===== src/rtl/sn_stream_gen.sv =====
// sn_stream_gen: binary-to-stochastic encoder that turns DIM signed bipolar values into SN bit streams
// Ports:
//   i_clk_sng    clock, rising edge
//   i_rst_sng    asynchronous active-high reset
//   i_start_sng  start pulse, sampled only in IDLE
//   i_stop_sng   early abort, sampled only in GEN
//   i_len_sng    stream length in bits, 0 selects the full 2^NUM_BIT period
//   i_x_sng      DIM signed two's-complement lane values
//   o_isgen      SN bits valid
//   o_sn_bit     one SN bit per lane, 0 outside GEN
//   o_done_sng   one-cycle pulse after the last bit
//   o_busy_sng   high while not IDLE
module sn_stream_gen #(
    parameter int NUM_BIT = 4,
    parameter int DIM     = 4
) (
    input  logic                          i_clk_sng,
    input  logic                          i_rst_sng,
    input  logic                          i_start_sng,
    input  logic                          i_stop_sng,
    input  logic [NUM_BIT-1:0]            i_len_sng,
    input  logic [DIM-1:0][NUM_BIT-1:0]   i_x_sng,
    output logic                          o_isgen,
    output logic [DIM-1:0]                o_sn_bit,
    output logic                          o_done_sng,
    output logic                          o_busy_sng
);
    typedef enum logic [1:0] {IDLE, GEN, DONE} state_t;
    // Length is held one bit wider so the full period 2^NUM_BIT is representable.
    localparam logic [NUM_BIT:0] LEN_FULL = {1'b1, {NUM_BIT{1'b0}}};
    state_t                        state_q, state_d;
    logic [NUM_BIT:0]              cnt_q, cnt_d;
    logic [NUM_BIT:0]              len_q, len_d;
    logic [DIM-1:0][NUM_BIT-1:0]   x_q, x_d;
    logic [NUM_BIT-1:0]            rev;
    always_ff @(posedge i_clk_sng or posedge i_rst_sng) begin
        if (i_rst_sng) begin
            state_q <= IDLE;
            cnt_q   <= '0;
            len_q   <= '0;
            x_q     <= '0;
        end else begin
            state_q <= state_d;
            cnt_q   <= cnt_d;
            len_q   <= len_d;
            x_q     <= x_d;
        end
    end
    always_comb begin
        state_d = state_q;
        cnt_d   = cnt_q;
        len_d   = len_q;
        x_d     = x_q;
        case (state_q)
            IDLE: if (i_start_sng) begin
                state_d = GEN;
                cnt_d   = '0;
                x_d     = i_x_sng;
                len_d   = (i_len_sng == '0) ? LEN_FULL : {1'b0, i_len_sng};
            end
            GEN: if (i_stop_sng || (cnt_q + 1'b1) == len_q) state_d = DONE;
                 else cnt_d = cnt_q + 1'b1;
            DONE: begin
                state_d = IDLE;
                cnt_d   = '0;
            end
            default: state_d = IDLE;
        endcase
    end
    assign o_isgen    = (state_q == GEN);
    assign o_done_sng = (state_q == DONE);
    assign o_busy_sng = (state_q != IDLE);
    // Bit-reversed counter spreads the ones of each stream evenly over the period.
    for (genvar b = 0; b < NUM_BIT; b++) begin : g_rev
        assign rev[b] = cnt_q[NUM_BIT-1-b];
    end
    // Adding 2^(N-1) to a two's-complement value is the same as flipping its sign bit.
    for (genvar l = 0; l < DIM; l++) begin : g_lane
        logic [NUM_BIT-1:0] off;
        assign off         = {~x_q[l][NUM_BIT-1], x_q[l][NUM_BIT-2:0]};
        assign o_sn_bit[l] = o_isgen & (rev < off);
    end
endmodule


===== config.mk =====
export PLATFORM = sky130hd
export DESIGN_NAME = sn_stream_gen
export DESIGN_NICKNAME = d
export VERILOG_FILES = /design/src/rtl/sn_stream_gen.sv
export SDC_FILE = /design/constraint.sdc
export NUM_CORES = 1
export LEC_CHECK = 0
export BUFFER_PORTS_ARGS = -buffer_cell sky130_fd_sc_hd__buf_2
export CORE_ASPECT_RATIO = 1.2
export CORE_MARGIN = 2
export CORE_UTILIZATION = 51
export DETAILED_ROUTE_END_ITERATION = 12
export PLACE_DENSITY = 0.75
export SYNTH_ARGS = -nofsm -noshare
export SYNTH_HDL_FRONTEND = slang
export SYNTH_SLANG_ARGS = --single-unit

===== constraint.sdc =====
create_clock -name i_clk_sng -period 4.8 [get_ports i_clk_sng]
set_input_delay 0.24 -clock i_clk_sng [delete_from_list [all_inputs] [get_ports i_clk_sng]]
set_output_delay 0.24 -clock i_clk_sng [all_outputs]
set_load 0.02 [all_outputs]

# Word level (Yosys, flattened, before mapping)
# Cells that the tools add are included.
[word_totals]
ff_bits = 28
inputBits = 24
output_inout_bits = 7
word_cells = 41
[op_classes]
addsub = 1
magnitude_cmp = 4
eq_ne = 6
mux = 7
bitwise_logic = 8
reduce_logical = 8
[ops]
columns = ["cell", "n"]
rows = [
  ["less-than comparator 4 bit", 4],
  ["two-way mux 5 bit", 3],
  ["one-hot mux 5 bit (3 select lines)", 1],
  ["adder 5 x 1 -> 5 bit (second input constant)", 1],
  ["== test 5 bit", 1],
  ["bitwise AND 1 bit", 4],
  ["logical NOT 4 bit", 1],
  ["two-way mux 2 bit", 2],
  ["!= test 2 bit (second input constant)", 2],
  ["NOT 1 bit", 4],
  ["one-hot mux 2 bit (2 select lines)", 1],
  ["AND reduction 2 bit", 2],
  ["AND reduction 3 bit", 1],
  ["nonzero test 3 bit", 1],
  ["== test 2 x 1 -> 1 bit (second input constant)", 1],
  ["== test 2 bit (second input constant)", 1],
  ["logical NOT 2 bit", 1],
  ["!= test 2 x 1 -> 1 bit (second input constant)", 1],
  ["nonzero test 2 bit", 1],
  ["logical OR 1 bit", 1],
]

# Depth between registers and ports, before layout
[logic_depth]
ltp_word = 5
depth_mapped = 7
ltp_nobuf = 6

# Worst setup path before layout
# Ideal clock, no wire load.
[synth_timing]
kind = "register to output"
start = "register cnt_q[2]"
end = "output o_sn_bit[0]"
t_arrival_ns = 1.650
required_ns = 4.560
path_slack_ns = 2.910
path_stages_with_launch = 5
path_buffers = 0
cell_sequence = "dfrtp_1 -> ha_1 -> a21o_1 -> a21o_1 -> a211oi_1"
[synth_via]
elab_chain_cells = 2
[synth_rtl]
columns = ["item", "line_no", "text"]
rows = [
  ["start, declared", "32", "logic [NUM_BIT:0] cnt_q, cnt_d;"],
  ["start signal, assigned", "44", "cnt_q <= cnt_d;"],
  ["less-than comparator 4 bit", "81", "assign o_sn_bit[l] = o_isgen & (rev < off);"],
  ["bitwise AND 1 bit", "81", ""],
  ["end, declared", "24", "output logic [DIM-1:0] o_sn_bit,"],
]
# Every way passes these cells.

# Final worst setup path
# Ends and elaborated chain as after synthesis.

==> results.sh <==
export IMPL_yosys_most_used_dff="dfrtp_1"
export IMPL_hold_start="i_x_sng[5]"
export IMPL_drtIter0Drc=14
export IMPL_grt_usage_pct=18.72
export IMPL_drt_total_wl_um=2764
export IMPL_p_leak_uw=0.0008868
export IMPL_rsz0062_at_grt="no"
export IMPL_min_period_ns=2.254
export IMPL_die_width_um=53.84
export IMPL_fin_setup_tns_ns=0
export IMPL_cts_tree="built"
export IMPL_min_to="g_lane[1].off[1]"
export IMPL_final_area_um2=1700
export IMPL_hpwl_um=2077
export IMPL_drc=0
export IMPL_place_area_um2=1678
export IMPL_timing_hold_ws_ns=0.1093
export IMPL_cp_slowest_stage_delay_ns=0.59
export IMPL_slew_headroom_pct=28.02
export IMPL_r2r_start="cnt_q[0]"
export IMPL_start_kind="flop"
export IMPL_async_flop_share_pct=100.0
export IMPL_vdd_drop_max_mv=0.3458
export IMPL_grt_pass1_wl_um=4726
export IMPL_core_area_um2=2811
export IMPL_timing_fmax_mhz=443.7
export IMPL_drive_gt1_share_pct=30.49
export IMPL_die_area_um2=3435
export IMPL_clock_latency_ns=0.33
export IMPL_grt_overflow=0
export IMPL_ys_warn_count=0
export IMPL_avgViaCountPerCell=5.338
export IMPL_ys_ff_latch=28
export IMPL_crit_type="flop to primary output"
export IMPL_post_route_period_util_pct=46.96
export IMPL_syn_nets=173
export IMPL_ioPinCount=31
export IMPL_ys_types=27
export IMPL_r2r_end="cnt_q[2]"
export IMPL_r2r_setup_slack_ns=2.58
export IMPL_cp_required_ns=4.56
export IMPL_fin_skew_ns=0.009038
export IMPL_yosysMostFrequentCell="dfrtp_1"
export IMPL_synth_top_area_share_pct=46.09
export IMPL_areaGrowthSynthToFinish_pct=11.85
export IMPL_grt_max_degree=30
export IMPL_vias=1057
export IMPL_fin_util_pct=60.48
export IMPL_first_pass_iters=7
export IMPL_drtAntennaViolNets=0
export IMPL_min_path_cells=3
export IMPL_start_util_pct=54.07
export IMPL_hold_viol_final=0
export IMPL_cts_resized=0
export IMPL_synth_cells=136
export IMPL_layout_nets=203
export IMPL_clk_path_buf_depth=2
export IMPL_wire_per_inst_um=13.96
export IMPL_hold_path_class="input port to flop"
export IMPL_grt_pass1_vias=1090
export IMPL_fillers=256
export IMPL_setup_viol=0
export IMPL_rows=21
export IMPL_endpoint_kind="primary output"
export IMPL_h_tree_depth=1
export IMPL_hold_buffers=0
export IMPL_reg2reg_depth=6
export IMPL_port_buffers=30
export IMPL_die_h_um=63.81
export IMPL_synth_edff_count=0
export IMPL_antenna_found_initial=0
export IMPL_cap_violations=0
export IMPL_synth_area_top_cells="dfrtp_1 46%, ha_1 11%, mux2_2 9.6%"
export IMPL_path_max_fanout=9
export IMPL_power_uw=977.1
export IMPL_cp_arrival_ns=2.01
export IMPL_maxSlewViolCount=0
export IMPL_cts_setup_buffers=0
export IMPL_path_clk_slew_ns=0.15
export IMPL_synth_area_um2=1520
export IMPL_clock_sinks=28
export IMPL_root_buffer="clkbuf_4"
export IMPL_worst_slew_pin_transition_ns=1.079
export IMPL_antenna_cells=0
export IMPL_cpMostUsedCell="a21o_1"
export IMPL_gp_congestion=0.7484
export IMPL_crit_slowest_cell="dfrtp_1"
export IMPL_cts_buffers_inserted=3
export IMPL_synth_seq_area_share_pct=46.09
export IMPL_path_cells="ha_1 > a21o_1 > a21o_1 > a211oi_1 > buf_2"
export IMPL_synth_top_cells_by_count="28 x dfrtp_1, 14 x inv_1, 13 x ha_1, 13 x mux2_2, 11 x o21ai_0"
export IMPL_yosysTopAreaCell="dfrtp_1"
export IMPL_status="completed"
export IMPL_syn_mean_instance_area_um2=11.18
export IMPL_p_per_area_nw_per_um2=574.6
-- layer usage --
metal	track usage [%]	wire length (um)	vias up
met5	0	0	-
met4	8.333	12	0
met3	2.103	104	2
met2	29.88	1393	26
met1	24.96	1252	502
li1	-	-	527
-- layout by cell type (no fill, tap or decap), types with 2 or more instances in the layout --
cell type and count:
a211oi_1 4, a21o_1 8, buf_2 30, clkbuf_4 3
dfrtp_1 28, ha_1 13, inv_1 14, mux2_2 13
nand2_1 8, nand2b_1 5, nand3_1 6, o211ai_1 2
o21ai_0 11, o31ai_1 2, xnor2_1 3, xor2_1 3
-- worst max-delay path: cells and delay by family, from the launching register on --
kind	cells	cell delay, ns
buffers and inverters	1	0.21
AO/OA/AOI/OAI	3	0.59
adder cells (fa/ha/maj)	1	0.30
flip-flops	1	0.59
-- cell type report --
class / instances / area (um^2) / area share [%]
inverters: 14 / 52.55 / 3.091
multi-input cells: 89 / 732.0 / 43.05
clock buffers: 3 / 22.52 / 1.325
flip-flops and latches: 28 / 700.7 / 41.21
repair buffers: 30 / 150.1 / 8.830
well taps: 34 / 42.54 / 2.502
-- report_power, final --
| part | internal (uW) | switching (uW) |
|---|---|---|
| logic | 228 | 250 |
| registers | 335 | 67.8 |
| clock network | 29.5 | 66.4 |
-- metrics by stage --
step / instances / worst slack, ns
2_1_floorplan: 136 / 2.910
3_3_place_gp: 195 / 2.741
3_5_place_dp: 195 / 2.662
4_1_cts: 198 / 2.518
5_1_grt: 198 / 2.422
6_report: 198 / 2.546
-- kinds of logic after synthesis --
family | count (synthesis) | synth area share, %
simple gates | 24 | 7.902
buf+inv | 19 | 5.926
flops | 28 | 46.09
compound gates | 31 | 13.74
xor+xnor | 8 | 6.009
mux | 13 | 9.630
fa+ha+maj | 13 | 10.70
-- how the worst max path moves through the flow --
stage                          start                to
after global placement    state_q[1]  g_lane[0].off[0]
after global routing        cnt_q[2]       o_sn_bit[3]
after CTS                   cnt_q[2]       o_sn_bit[0]
final                       cnt_q[2]       o_sn_bit[0]
after floorplan             cnt_q[2]       o_sn_bit[0]
after detailed placement    cnt_q[0]          cnt_q[2]
-- flip-flops by register name, summed over array words and instances (netlist names) --
name        cells
g_lane.off     12
cnt_q           5
len_q           5
x_q             4
state_q         2
No activity file was read; power rests on OpenSTA's default activity.
